$ cat src/rtl/mips_pkg.sv
// Shared MIPS core definitions: opcodes, ALU operation classes and the decoded control word.
package mips_pkg;

  localparam logic [5:0] OP_R    = 6'b000000;
  localparam logic [5:0] OP_LW   = 6'b100011;
  localparam logic [5:0] OP_SW   = 6'b101011;
  localparam logic [5:0] OP_BNE  = 6'b000101;
  localparam logic [5:0] OP_XORI = 6'b001110;
  localparam logic [5:0] OP_J    = 6'b000010;

  typedef enum logic [1:0] {
    AluAdd   = 2'b00,
    AluSub   = 2'b01,
    AluFunct = 2'b10,
    AluXor   = 2'b11
  } aluop_e;

  // Full decode word as produced by the control unit.
  typedef struct packed {
    logic   regdst;
    logic   alusrc;
    logic   memtoreg;
    logic   regwrite;
    logic   memread;
    logic   memwrite;
    logic   branch;
    logic   jump;
    logic   signzero;
    aluop_e aluop;
  } ctrl_t;

  // Control carried into EX; signzero is consumed before capture.
  typedef struct packed {
    logic   regdst;
    logic   alusrc;
    logic   memtoreg;
    logic   regwrite;
    logic   memread;
    logic   memwrite;
    logic   branch;
    logic   jump;
    aluop_e aluop;
  } ex_ctrl_t;

  localparam ctrl_t BUBBLE_CTRL = '0;

endpackage

$ cat src/rtl/hazard_detect.sv
// Load-use hazard detector: flags an ID instruction that reads the register a load in EX writes.
module hazard_detect #(
  parameter int unsigned REG_AW = 5
) (
  input  logic              id_jump_i,
  input  logic              id_regdst_i,
  input  logic              id_memwrite_i,
  input  logic              id_branch_i,
  input  logic [REG_AW-1:0] id_rs_i,
  input  logic [REG_AW-1:0] id_rt_i,
  input  logic              ex_valid_i,
  input  logic              ex_memread_i,
  input  logic [REG_AW-1:0] ex_rt_i,
  output logic              hz_o
);

  logic uses_rs;
  logic uses_rt;

  assign uses_rs = ~id_jump_i;
  // rt is a source only for R-type, stores and branches; I-type ALU ops write it.
  assign uses_rt = id_regdst_i | id_memwrite_i | id_branch_i;

  assign hz_o = ex_valid_i & ex_memread_i & (ex_rt_i != '0) &
                ((uses_rs & (ex_rt_i == id_rs_i)) | (uses_rt & (ex_rt_i == id_rt_i)));

endmodule

$ cat src/rtl/id_ex_stage.sv
// ID/EX pipeline register with load-use stall, flush squash and saturating event counters.
module id_ex_stage
  import mips_pkg::*;
#(
  parameter int unsigned DATA_W = 32,
  parameter int unsigned REG_AW = 5,
  parameter int unsigned CNT_W  = 16
) (
  input  logic              clk,
  input  logic              reset_n,
  input  logic              id_regdst,
  input  logic              id_alusrc,
  input  logic              id_memtoreg,
  input  logic              id_regwrite,
  input  logic              id_memread,
  input  logic              id_memwrite,
  input  logic              id_branch,
  input  logic              id_jump,
  input  logic              id_signzero,
  input  logic [1:0]        id_aluop,
  input  logic [DATA_W-1:0] id_pc4,
  input  logic [DATA_W-1:0] id_rdata1,
  input  logic [DATA_W-1:0] id_rdata2,
  input  logic [REG_AW-1:0] id_rs,
  input  logic [REG_AW-1:0] id_rt,
  input  logic [REG_AW-1:0] id_rd,
  input  logic [15:0]       id_imm16,
  input  logic              flush_i,
  output logic              ex_regdst,
  output logic              ex_alusrc,
  output logic              ex_memtoreg,
  output logic              ex_regwrite,
  output logic              ex_memread,
  output logic              ex_memwrite,
  output logic              ex_branch,
  output logic              ex_jump,
  output logic [1:0]        ex_aluop,
  output logic              ex_valid,
  output logic [DATA_W-1:0] ex_pc4,
  output logic [DATA_W-1:0] ex_rdata1,
  output logic [DATA_W-1:0] ex_rdata2,
  output logic [DATA_W-1:0] ex_imm,
  output logic [REG_AW-1:0] ex_rs,
  output logic [REG_AW-1:0] ex_rt,
  output logic [REG_AW-1:0] ex_rd,
  output logic              stall_o,
  output logic [CNT_W-1:0]  stall_cnt,
  output logic [CNT_W-1:0]  flush_cnt
);

  ctrl_t             id_ctrl, ctrl_d;
  ex_ctrl_t          ex_ctrl_d, ex_ctrl_q;
  logic              hz, capture;
  logic              valid_d, valid_q;
  logic [DATA_W-1:0] imm_ext;
  logic [DATA_W-1:0] pc4_d, pc4_q, rdata1_d, rdata1_q, rdata2_d, rdata2_q, imm_d, imm_q;
  logic [REG_AW-1:0] rs_d, rs_q, rt_d, rt_q, rd_d, rd_q;
  logic [CNT_W-1:0]  stall_cnt_d, stall_cnt_q, flush_cnt_d, flush_cnt_q;

  assign id_ctrl = '{regdst: id_regdst, alusrc: id_alusrc, memtoreg: id_memtoreg,
                     regwrite: id_regwrite, memread: id_memread, memwrite: id_memwrite,
                     branch: id_branch, jump: id_jump, signzero: id_signzero,
                     aluop: aluop_e'(id_aluop)};

  hazard_detect #(
    .REG_AW (REG_AW)
  ) u_hazard_detect (
    .id_jump_i     (id_jump),
    .id_regdst_i   (id_regdst),
    .id_memwrite_i (id_memwrite),
    .id_branch_i   (id_branch),
    .id_rs_i       (id_rs),
    .id_rt_i       (id_rt),
    .ex_valid_i    (valid_q),
    .ex_memread_i  (ex_ctrl_q.memread),
    .ex_rt_i       (rt_q),
    .hz_o          (hz)
  );

  // Flush wins over a hazard: the squashed instruction must not hold the front end.
  assign stall_o = hz & ~flush_i;
  assign capture = ~flush_i & ~hz;

  always_comb begin
    ctrl_d  = capture ? id_ctrl : BUBBLE_CTRL;
    imm_ext = ctrl_d.signzero ? {{(DATA_W-16){1'b0}}, id_imm16}
                              : {{(DATA_W-16){id_imm16[15]}}, id_imm16};
    ex_ctrl_d = '{regdst: ctrl_d.regdst, alusrc: ctrl_d.alusrc, memtoreg: ctrl_d.memtoreg,
                  regwrite: ctrl_d.regwrite, memread: ctrl_d.memread,
                  memwrite: ctrl_d.memwrite, branch: ctrl_d.branch, jump: ctrl_d.jump,
                  aluop: ctrl_d.aluop};
    valid_d  = capture;
    pc4_d    = capture ? id_pc4 : '0;
    rdata1_d = capture ? id_rdata1 : '0;
    rdata2_d = capture ? id_rdata2 : '0;
    imm_d    = capture ? imm_ext : '0;
    rs_d     = capture ? id_rs : '0;
    rt_d     = capture ? id_rt : '0;
    rd_d     = capture ? id_rd : '0;

    stall_cnt_d = stall_cnt_q;
    if (stall_o && (stall_cnt_q != '1)) stall_cnt_d = stall_cnt_q + CNT_W'(1);
    flush_cnt_d = flush_cnt_q;
    if (flush_i && (flush_cnt_q != '1)) flush_cnt_d = flush_cnt_q + CNT_W'(1);
  end

  always_ff @(posedge clk or negedge reset_n) begin
    if (!reset_n) begin
      ex_ctrl_q   <= '0;
      valid_q     <= 1'b0;
      pc4_q       <= '0;
      rdata1_q    <= '0;
      rdata2_q    <= '0;
      imm_q       <= '0;
      rs_q        <= '0;
      rt_q        <= '0;
      rd_q        <= '0;
      stall_cnt_q <= '0;
      flush_cnt_q <= '0;
    end else begin
      ex_ctrl_q   <= ex_ctrl_d;
      valid_q     <= valid_d;
      pc4_q       <= pc4_d;
      rdata1_q    <= rdata1_d;
      rdata2_q    <= rdata2_d;
      imm_q       <= imm_d;
      rs_q        <= rs_d;
      rt_q        <= rt_d;
      rd_q        <= rd_d;
      stall_cnt_q <= stall_cnt_d;
      flush_cnt_q <= flush_cnt_d;
    end
  end

  assign ex_regdst   = ex_ctrl_q.regdst;
  assign ex_alusrc   = ex_ctrl_q.alusrc;
  assign ex_memtoreg = ex_ctrl_q.memtoreg;
  assign ex_regwrite = ex_ctrl_q.regwrite;
  assign ex_memread  = ex_ctrl_q.memread;
  assign ex_memwrite = ex_ctrl_q.memwrite;
  assign ex_branch   = ex_ctrl_q.branch;
  assign ex_jump     = ex_ctrl_q.jump;
  assign ex_aluop    = ex_ctrl_q.aluop;
  assign ex_valid    = valid_q;
  assign ex_pc4      = pc4_q;
  assign ex_rdata1   = rdata1_q;
  assign ex_rdata2   = rdata2_q;
  assign ex_imm      = imm_q;
  assign ex_rs       = rs_q;
  assign ex_rt       = rt_q;
  assign ex_rd       = rd_q;
  assign stall_cnt   = stall_cnt_q;
  assign flush_cnt   = flush_cnt_q;

endmodule

$ cat config.mk
export PLATFORM = sky130hd
export DESIGN_NAME = id_ex_stage
export DESIGN_NICKNAME = d
export VERILOG_FILES = /design/src/rtl/mips_pkg.sv /design/src/rtl/hazard_detect.sv /design/src/rtl/id_ex_stage.sv
export SDC_FILE = /design/constraint.sdc
export NUM_CORES = 1
export LEC_CHECK = 0
export BUFFER_PORTS_ARGS = -buffer_cell sky130_fd_sc_hd__buf_2
export CORE_MARGIN = 1
export CORE_UTILIZATION = 35
export DETAILED_ROUTE_END_ITERATION = 8
export PLACE_DENSITY = 0.66
export SYNTH_ARGS = -nofsm -noshare
export SYNTH_HDL_FRONTEND = slang
export SYNTH_SLANG_ARGS = --single-unit
$ cat constraint.sdc
create_clock -name clk -period 2.4 [get_ports clk]
set_input_delay 0.48 -clock clk [delete_from_list [all_inputs] [get_ports clk]]
set_output_delay 0.48 -clock clk [all_outputs]
set_load 0.02 [all_outputs]
Word level (Yosys, flattened, before mapping)
Index checks and enable logic that the tools add are counted.
{"block": "word_totals", "regBits": 186, "input_bits": 141, "out_inout_bits": 187, "wordCells": 50}
{"block": "op_classes", "n_addsub": 2, "n_eq_ne": 4, "muxes": 9, "n_bitwise": 13, "n_reduce_logical": 3}
{"cell": "32-bit two-way mux", "n": 5}
{"cell": "16-bit by 1-bit adder with 16-bit output, second input constant", "n": 2}
{"cell": "16-bit inequality test, second input constant", "n": 2}
{"cell": "5-bit two-way mux", "n": 3}
{"cell": "11-bit two-way mux", "n": 1}
{"cell": "5-bit == test", "n": 2}
{"cell": "1-bit AND", "n": 7}
{"cell": "5-bit nonzero test", "n": 1}
{"cell": "1-bit NOT", "n": 3}
{"cell": "1-bit bitwise OR", "n": 3}
{"cell": "1-bit logical AND", "n": 2}

Longest topological paths before layout
Gate-level depths: netlist (run 1).
{"block": "logic_depth", "depth_word": 10, "mapped_depth": 7, "ltp_nobuf": 6}

Modules after synthesis
From an unflattened synthesis (run 1), not the netlist that was laid out.
{"block": "hier_totals", "cells_unflattened": 471, "area_unflattened_um2": 6259.8}
{"mod": "id_ex_stage", "n_inst": 1, "cells_per_inst": 454, "area_per_inst_um2": 6124.6, "seq_area_each_um2": 4279.1}
{"mod": "hazard_detect", "n_inst": 1, "cells_per_inst": 17, "area_per_inst_um2": 135.1, "seq_area_each_um2": 0.0}

Worst setup path after synthesis (run 1)
Ideal clock, no wire load.
{"block": "synth_timing", "path_type": "register -> output", "from": "reg rt_q[4], in the netlist ex_rt[4]", "to": "out stall_o", "t_arrival_ns": 1.878, "t_required_ns": 1.920, "setup_slack_ns": 0.042, "path_stages_with_launch": 6, "n_path_buf": 1, "path_cell_list": "dfrtp_1 xor2_1 nor4_2 nand2_2 buf_6 a211oi_1"}
{"block": "synth_via", "elab_chain_cells": 5, "elab_cells_between_ends": 9, "classes_between": "2 x eq/ne; 6 x bitwise; 1 x reduce/logical"}
{"item": "start: declaration", "line_no": "id_ex_stage.sv:57", "text": "logic [REG_AW-1:0] rs_d, rs_q, rt_d, rt_q, rd_d, rd_q;"}
{"item": "start signal: assignment", "line_no": "id_ex_stage.sv:128", "text": "rt_q <= rt_d;"}
{"item": "5-bit == test", "line_no": "hazard_detect.sv:25", "text": "((uses_rs & (ex_rt_i == id_rs_i)) | (uses_rt & (ex_rt_i == id_rt_i)));"}
{"item": "1-bit AND", "line_no": "hazard_detect.sv:25"}
{"item": "1-bit bitwise OR", "line_no": "hazard_detect.sv:25"}
{"item": "1-bit AND (*)", "line_no": "hazard_detect.sv:24", "text": "assign hz_o = ex_valid_i & ex_memread_i & (ex_rt_i != '0) &"}
{"item": "1-bit AND (*)", "line_no": "id_ex_stage.sv:81", "text": "assign stall_o = hz & ~flush_i;"}
{"item": "end: declaration", "line_no": "id_ex_stage.sv:46", "text": "output logic stall_o,"}
Mark *: on every way between the ends. The rest lies on a longest branch, timed or not.

Worst setup path after layout (run 1)
{"block": "layout_timing", "from": "reg rt_q[2], in the netlist ex_rt[2]", "to": "out stall_o"}
The elaborated chain is that of the path after synthesis.

==> results.sh, run 1 <==
export IMPL_outcome="completed"
export IMPL_drc=0
export IMPL_period_minus_slack_ns=2.34
export IMPL_multi_input_area_sq_um=1960
export IMPL_synth_cells=482
export IMPL_cts_htree_levels=4
export IMPL_ys_warn_count=0
export IMPL_cts_buffers=17
export IMPL_placement_io_buffers=327
export IMPL_setup_total_negative_slack_ns=0
export IMPL_tritoncts_clock_tree="yes"
export IMPL_ff2ff_setup_slack_ns=0.13
export IMPL_floorplan_die_height_um=138
export IMPL_core_region_area_sq_um=18000
export IMPL_wirelength_um=16000
export IMPL_num_vias=4687
export IMPL_first_iter_violations=168
export IMPL_post_dr_vias_cell=4.41
export IMPL_synth_net_count=625
export IMPL_routedWlPerCell_um=15.1
export IMPL_grt_antenna_before_repair=2
export IMPL_gp_routability_congestion=0.823
export IMPL_cell_at_the_root_of_the_clock_tree="sky130_fd_sc_hd__clkbuf_16"
export IMPL_first_global_vias=4501
export IMPL_path_max_fanout=3
export IMPL_yosysSeqAreaShare_pct=66.4
export IMPL_slew_headroom_pct=59.8
export IMPL_critical_path_required_ns=1.92
export IMPL_power_leakage_nw=4.85
export IMPL_clkSinkCount=171
export IMPL_clk_latency_ns=0.43
export IMPL_detailedRoute_firstPassIterationCount=4
export IMPL_synth_top_cell_area_share_pct=66.4
export IMPL_final_antenna_diode_count=0
export IMPL_final_max_slew_violation_count=0
export IMPL_critical_path_reg2reg_startpoint="ex_rt[2]"
export IMPL_place_worst_setup_slack_ns=0.123
export IMPL_die_width_um=138
export IMPL_syn_mean_instance_area_sq_um=13.4
export IMPL_clk_transition_reported_paths_ns=0.07
export IMPL_post_route_cell_area_sq_um=9040
export IMPL_globalRouteTotalUtil_pct=17.0
export IMPL_worst_slew_pin_transition_ns=0.602
export IMPL_rsz0062_at_grt="true"
export IMPL_post_synth_num_cell_types=40
export IMPL_hold_buffers=0
export IMPL_ios=328
export IMPL_power_per_cell_area_nw_per_um2=766
export IMPL_hold_class="in -> async"
export IMPL_post_synth_instance_area_sq_um=6440
export IMPL_final_layout_size_suffix_gt1_share_pct=48.9
export IMPL_initial_core_util_pct=35.7
export IMPL_post_dp_cell_area_sq_um=8310
export IMPL_finalCritPeriodShare_pct=97.6
export IMPL_grt_overflow=0
export IMPL_final_setup_worst_slack_ns=0.0580
export IMPL_hpwl_after_dpl_um=11700
export IMPL_cp_start_kind="flop"
export IMPL_postSynthRegisterBits=171
export IMPL_cp_data_arrival_time_ns=1.86
export IMPL_design_final_nets=964
export IMPL_die_area_sq_um=19000
export IMPL_num_fill_cells=1634
export IMPL_seq_area_sq_um=4280
export IMPL_power_mw=6.92
export IMPL_largest_area_contributor_in_the_synthesized_netlist="sky130_fd_sc_hd__dfrtp_1"
export IMPL_setup_cp_type="reg -> out"
export IMPL_finalClockSkew_ns=0.0137
export IMPL_timing_max_cap_violations=0
export IMPL_critPathCaptureType="output pin"
export IMPL_synthTopCellsByArea="sky130_fd_sc_hd__dfrtp_1, sky130_fd_sc_hd__and2_1, sky130_fd_sc_hd__xor2_1"
export IMPL_hold_violations=0
export IMPL_highest_clock_rate_mhz=427
export IMPL_vdd_ir_drop_worst_uv=459
export IMPL_rows=49
export IMPL_crit_path_start="ex_rt[2]"
export IMPL_grt_max_degree=80
export IMPL_grt_pass1_wl_um=23800
export IMPL_clk_path_buf_depth=2
export IMPL_drtAntennaViolNets=0
export IMPL_setup_violations=0
export IMPL_area_growth_pct=40.3
## flip-flops by register name, indices dropped and copies added (netlist names)
name / count
ex_rt: 5
ex_regwrite: 1
ex_rd: 5
ex_rs: 5
ex_imm: 17
ex_rdata2: 32
ex_memtoreg: 1
ex_branch: 1
ex_aluop: 2
stall_cnt: 16
ex_memread: 1
ex_memwrite: 1
ex_jump: 1
flush_cnt: 16
ex_pc4: 32
ex_rdata1: 32
ex_valid: 1
ex_alusrc: 1
ex_regdst: 1
## placed cells by master, fill, tap and decap left out, types with 3 or more instances in the layout
master                       count
sky130_fd_sc_hd__a2111oi_1       3
sky130_fd_sc_hd__a211oi_1        8
sky130_fd_sc_hd__and2_1        137
sky130_fd_sc_hd__and3_1          3
sky130_fd_sc_hd__and4_1          5
sky130_fd_sc_hd__buf_12          4
sky130_fd_sc_hd__buf_2         325
sky130_fd_sc_hd__buf_4          23
sky130_fd_sc_hd__clkbuf_16      17
sky130_fd_sc_hd__clkinvlp_4      4
sky130_fd_sc_hd__dfrtp_1       169
sky130_fd_sc_hd__inv_1           3
sky130_fd_sc_hd__inv_6           4
sky130_fd_sc_hd__mux2_2          3
sky130_fd_sc_hd__nand2_1        11
sky130_fd_sc_hd__nand3_1        20
sky130_fd_sc_hd__nand4_1         6
sky130_fd_sc_hd__nor2_1          7
sky130_fd_sc_hd__nor4_1          3
sky130_fd_sc_hd__xnor2_1        10
sky130_fd_sc_hd__xor2_1         25
sky130_fd_sc_hd__xor2_2          3
## path summary, 6_finish.rpt
path / cells past startpoint / end
max: 6 / stall_o
max reg2reg: 8 / stall_cnt[1]
min: 1 / stall_cnt[12]
min in group clk: 2 / ex_imm[30]
max in group asynchronous: 2 / ex_pc4[4]
min reg2reg: 1 / stall_cnt[6]
## timing repair
action                                  4_1_cts  5_1_grt
pin swaps                                     3        7
setup buffers                                 6        5
resized for setup                             2        8
endpoints found under the setup margin        1        1
## worst max-delay path: stages (launching register included)
cell	delay (ns)
sky130_fd_sc_hd__dfrtp_2	0.44
sky130_fd_sc_hd__buf_6	0.13
sky130_fd_sc_hd__xor2_2	0.15
sky130_fd_sc_hd__nor4_4	0.25
sky130_fd_sc_hd__nand2_2	0.10
sky130_fd_sc_hd__a211oi_2	0.20
sky130_fd_sc_hd__buf_4	0.18
## area by class of cell
| type | instances | area share (%) |
|---|---|---|
| sequential | 171 | 47.4 |
| multi-input combinational | 274 | 21.7 |
| timing repair buffer | 354 | 21.0 |
| clock buffer | 19 | 4.90 |
| tap | 229 | 3.17 |
| clock inverter | 13 | 1.70 |
| inverter | 3 | 0.125 |
## per-layer routing
layer  share of wire (%)  track usage (%)  vias up
met3                 9.3             7.21       18
met2                  51             29.2      207
met1                  39             18.7     2219
li1                    -                -     2239
met4                 1.3             5.68        4
met5                0.19                0        -
## cell families (layout without fill, tap and decap cells)
logic type | count (synthesis) | count (layout) | synth area share [%]
adder cells (fa/ha/maj) | 2 | 2 | 0.388
AO/OA/AOI/OAI | 23 | 23 | 3.65
multiplexers | 3 | 3 | 0.524
buffers and inverters | 37 | 389 | 3.90
flip-flops | 171 | 171 | 66.4
XOR/XNOR | 38 | 38 | 5.17
AND/OR/NAND/NOR | 208 | 208 | 20.0
## Yosys cell counts
cell and number:
sky130_fd_sc_hd__dfrtp_1 171, sky130_fd_sc_hd__and2_1 137, sky130_fd_sc_hd__xor2_1 28, sky130_fd_sc_hd__nand3_1 20
sky130_fd_sc_hd__buf_4 16, sky130_fd_sc_hd__buf_2 12, sky130_fd_sc_hd__nand2_1 11, sky130_fd_sc_hd__xnor2_1 10
sky130_fd_sc_hd__a211oi_1 9, sky130_fd_sc_hd__nor2_1 7, sky130_fd_sc_hd__nand4_1 6, sky130_fd_sc_hd__and4_1 5
sky130_fd_sc_hd__buf_6 5, sky130_fd_sc_hd__a2111oi_1 3, sky130_fd_sc_hd__and3_1 3, sky130_fd_sc_hd__inv_1 3
sky130_fd_sc_hd__mux2_2 3, sky130_fd_sc_hd__nor4_1 3, sky130_fd_sc_hd__a2111oi_2 2, sky130_fd_sc_hd__a2111oi_4 2
sky130_fd_sc_hd__ha_1 2, sky130_fd_sc_hd__nand2_2 2, sky130_fd_sc_hd__nand4b_1 2, sky130_fd_sc_hd__nor3_1 2
sky130_fd_sc_hd__nor3b_1 2, sky130_fd_sc_hd__nor4_2 2, sky130_fd_sc_hd__a21boi_1 1, sky130_fd_sc_hd__a21o_1 1
sky130_fd_sc_hd__a21oi_1 1, sky130_fd_sc_hd__a21oi_2 1, sky130_fd_sc_hd__a22oi_1 1, sky130_fd_sc_hd__a31oi_1 1
sky130_fd_sc_hd__and4b_1 1, sky130_fd_sc_hd__clkbuf_1 1, sky130_fd_sc_hd__nor2b_1 1, sky130_fd_sc_hd__nor4_4 1
sky130_fd_sc_hd__nor4b_1 1, sky130_fd_sc_hd__o21ba_2 1, sky130_fd_sc_hd__or2_2 1, sky130_fd_sc_hd__or4b_2 1
## stage by stage
| step | util [%] | hold slack [ns] | cells |
|---|---|---|---|
| after floorplan | - | 0.184 | 482 |
| after global placement | 46.1 | 0.483 | 1020 |
| after detailed placement | 46.1 | 0.491 | 1020 |
| after CTS | 49.7 | 0.0343 | 1058 |
| after global routing | 50.2 | 0.0539 | 1063 |
| final | 50.2 | 0.0334 | 1063 |
## power by group
group          internal (mW)  switching (mW)
clock network           1.59            1.19
logic                  0.392           0.580
registers               3.07           0.115
No activity file was read; power rests on OpenSTA's default activity.
==> run 2, diff against run 1 <==
--- a/config.mk
+++ b/config.mk
@@ -5,6 +5,7 @@
 export SDC_FILE = /design/constraint.sdc
 export NUM_CORES = 1
 export LEC_CHECK = 0
+export ABC_AREA = 1
 export BUFFER_PORTS_ARGS = -buffer_cell sky130_fd_sc_hd__buf_2
 export CORE_MARGIN = 1
 export CORE_UTILIZATION = 35
==> run 2 against run 1 <==
Net effect:
- cell count rose by 22%
- largest power group unchanged
- global-route usage rose by 0.83 points
- largest cell class unchanged
- via count grew 18%
- register-to-register slack gained 0.34 ns
- design area grew 1.5%
- first-iteration DRC count increased by 45%
==> results.sh, run 2 <==
export IMPL_clkSinkCount=171
export IMPL_final_layout_size_suffix_gt1_share_pct=35.7
export IMPL_power_per_cell_area_nw_per_um2=767
export IMPL_grt_max_degree=69
export IMPL_num_fill_cells=1798
export IMPL_ys_warn_count=0
export IMPL_grt_antenna_before_repair=3
export IMPL_synth_enable_flop_cells=0
export IMPL_num_vias=5548
export IMPL_drc=0
export IMPL_cp_data_arrival_time_ns=1.70
export IMPL_highest_clock_rate_mhz=459
export IMPL_clk_path_buf_depth=2
export IMPL_cts_buffers=17
export IMPL_wirelength_um=17300
export IMPL_design_final_nets=1192
export IMPL_grt_pass1_wl_um=26800
export IMPL_final_max_slew_violation_count=0
export IMPL_cts_htree_levels=4
export IMPL_outcome="completed"
export IMPL_post_synth_num_cell_types=23
export IMPL_yosysSeqAreaShare_pct=63.5
export IMPL_placement_io_buffers=327
export IMPL_cell_at_the_root_of_the_clock_tree="sky130_fd_sc_hd__clkbuf_16"
export IMPL_synth_top_cells_by_count="sky130_fd_sc_hd__dfrtp_1, sky130_fd_sc_hd__inv_1, sky130_fd_sc_hd__nor2_1"
export IMPL_rsz0062_at_grt="false"
export IMPL_first_iter_violations=243
export IMPL_vdd_ir_drop_worst_uv=462
export IMPL_critPathCaptureType="output pin"
export IMPL_hold_class="in -> async"
export IMPL_post_dr_vias_cell=4.27
export IMPL_globalRouteTotalUtil_pct=17.8
export IMPL_die_width_um=141
export IMPL_setup_violations=0
export IMPL_setup_cp_type="reg -> out"
export IMPL_path_max_fanout=5
export IMPL_post_synth_instance_area_sq_um=6740
export IMPL_worst_slew_pin_transition_ns=0.574
export IMPL_syn_mean_instance_area_sq_um=9.26
export IMPL_clk_transition_reported_paths_ns=0.07
export IMPL_slew_headroom_pct=61.6
export IMPL_detailedRoute_firstPassIterationCount=4
export IMPL_power_leakage_nw=5.61
export IMPL_routedWlPerCell_um=13.3
export IMPL_layout_cells_most_common_list="sky130_fd_sc_hd__buf_2, sky130_fd_sc_hd__dfrtp_1, sky130_fd_sc_hd__inv_1"
export IMPL_ios=328
export IMPL_postSynthRegisterBits=171
export IMPL_largest_area_contributor_in_the_synthesized_netlist="sky130_fd_sc_hd__dfrtp_1"
export IMPL_critical_path_required_ns=1.92
export IMPL_finalCritPeriodShare_pct=90.9
export IMPL_placed_cell_count=1264
export IMPL_clk_latency_ns=0.43
export IMPL_tritoncts_clock_tree="yes"
export IMPL_period_minus_slack_ns=2.18
export IMPL_cts_repair_timing_setup_buffer_count=0
export IMPL_power_mw=7.04
export IMPL_first_global_vias=5471
export IMPL_die_area_sq_um=19800
export IMPL_timing_max_cap_violations=0
export IMPL_synthMostInstantiatedCell="sky130_fd_sc_hd__dfrtp_1"
export IMPL_postSynth_asyncResetShare_pct=100
export IMPL_synth_cells=728
export IMPL_synth_top_cell_area_share_pct=63.5
export IMPL_floorplan_die_height_um=141
export IMPL_setup_total_negative_slack_ns=0
export IMPL_initial_core_util_pct=35.9
export IMPL_area_growth_pct=36.2
export IMPL_synthTopCellsByArea="sky130_fd_sc_hd__dfrtp_1, sky130_fd_sc_hd__inv_1, sky130_fd_sc_hd__nor2_1"
export IMPL_synth_ff_type="sky130_fd_sc_hd__dfrtp_1"
export IMPL_gp_routability_congestion=0.838
export IMPL_hold_violations=0
export IMPL_drtAntennaViolNets=0
export IMPL_cp_start_kind="flop"
export IMPL_finalClockSkew_ns=0.00819
export IMPL_layout_cells_most_common="sky130_fd_sc_hd__buf_2"
export IMPL_layoutNonFillerInstCount=1298
export IMPL_rows=50
export IMPL_hpwl_after_dpl_um=12900
export IMPL_core_region_area_sq_um=18800
export IMPL_grt_overflow=0
export IMPL_synth_net_count=871
[run 2: timing repair]
action / in CTS / in global routing
gates resized for setup: 0 / 2
hold buffers: 0 / 0
endpoints found under the setup margin: 0 / 1
[run 2: worst paths after layout]
| path | startpoint | end | slack [ns] | cells past startpoint |
|---|---|---|---|---|
| max in group asynchronous | reset_n | ex_rdata1[13] | 1.74 | 2 |
| hold / removal | reset_n | stall_cnt[10] | 0.02 | 1 |
| setup reg to reg | stall_cnt[0] | stall_cnt[0] | 0.47 | 7 |
| setup / recovery | ex_rt[1] | stall_o | 0.22 | 9 |
| min in group clk | id_signzero | ex_imm[30] | 0.20 | 2 |
| hold reg to reg | flush_cnt[15] | flush_cnt[15] | 0.51 | 2 |
[run 2: cell type report]
type | instances | area [sq um] | area share (%)
Antenna cell | 2 | 5.00 | 0.0545
Clock buffer | 17 | 425 | 4.64
Clock inverter | 15 | 196 | 2.14
Inverter | 168 | 631 | 6.87
Multi-Input combinational cell | 357 | 1600 | 17.5
Sequential cell | 171 | 4280 | 46.6
Tap cell | 234 | 293 | 3.19
Timing Repair Buffer | 334 | 1750 | 19.0
[run 2: cells by family (layout without fill, tap and decap cells)]
family / after synthesis / after routing / synth area share, %
AOI/OAI and AO/OA: 6 / 6 / 0.501
DFF: 171 / 171 / 63.5
other: 0 / 2 / 0
xor gates and xnor gates: 26 / 26 / 3.38
and+or+nand+nor: 323 / 323 / 19.4
adders and majority gates: 2 / 2 / 0.371
buffers and inverters: 200 / 534 / 12.9
[run 2: power breakdown]
group	switching [mW]	total [mW]	internal (mW)
clock	1.33	2.85	1.51
combinational	0.644	0.994	0.351
sequential	0.133	3.20	3.07
[run 2: worst max-delay path: stages, from the launching register on]
cell and delay (ns):
sky130_fd_sc_hd__dfrtp_1 0.41, sky130_fd_sc_hd__inv_1 0.07, sky130_fd_sc_hd__nand2_1 0.07, sky130_fd_sc_hd__nand2_1 0.06, sky130_fd_sc_hd__nor2_1 0.10, sky130_fd_sc_hd__nand3_1 0.10, sky130_fd_sc_hd__nand2_2 0.11, sky130_fd_sc_hd__nand3_2 0.10
sky130_fd_sc_hd__inv_1 0.08, sky130_fd_sc_hd__buf_2 0.16
[run 2: layer usage]
| metal | wire (um) | share of wire [%] | vias to the layer above | track usage (%) |
|---|---|---|---|---|
| met1 | 6830 | 40 | 2573 | 19.7 |
| met5 | 8 | 0.046 | - | 0 |
| li1 | - | - | 2715 | - |
| met4 | 424 | 2.5 | 2 | 8.30 |
| met3 | 1490 | 8.6 | 29 | 6.45 |
| met2 | 8530 | 49 | 229 | 30.6 |
[run 2: metrics by stage]
step	setup WS, ns	cell area (sq um)	hold WS (ns)	util (%)
after floorplan	0.657	6740	0.184	-
after global placement	0.314	8540	0.479	45.5
after detailed placement	0.327	8540	0.481	45.5
after CTS	0.0903	9170	0.0162	48.8
after global routing	0.00193	9180	0.0419	48.9
final	0.219	9180	0.0162	48.9
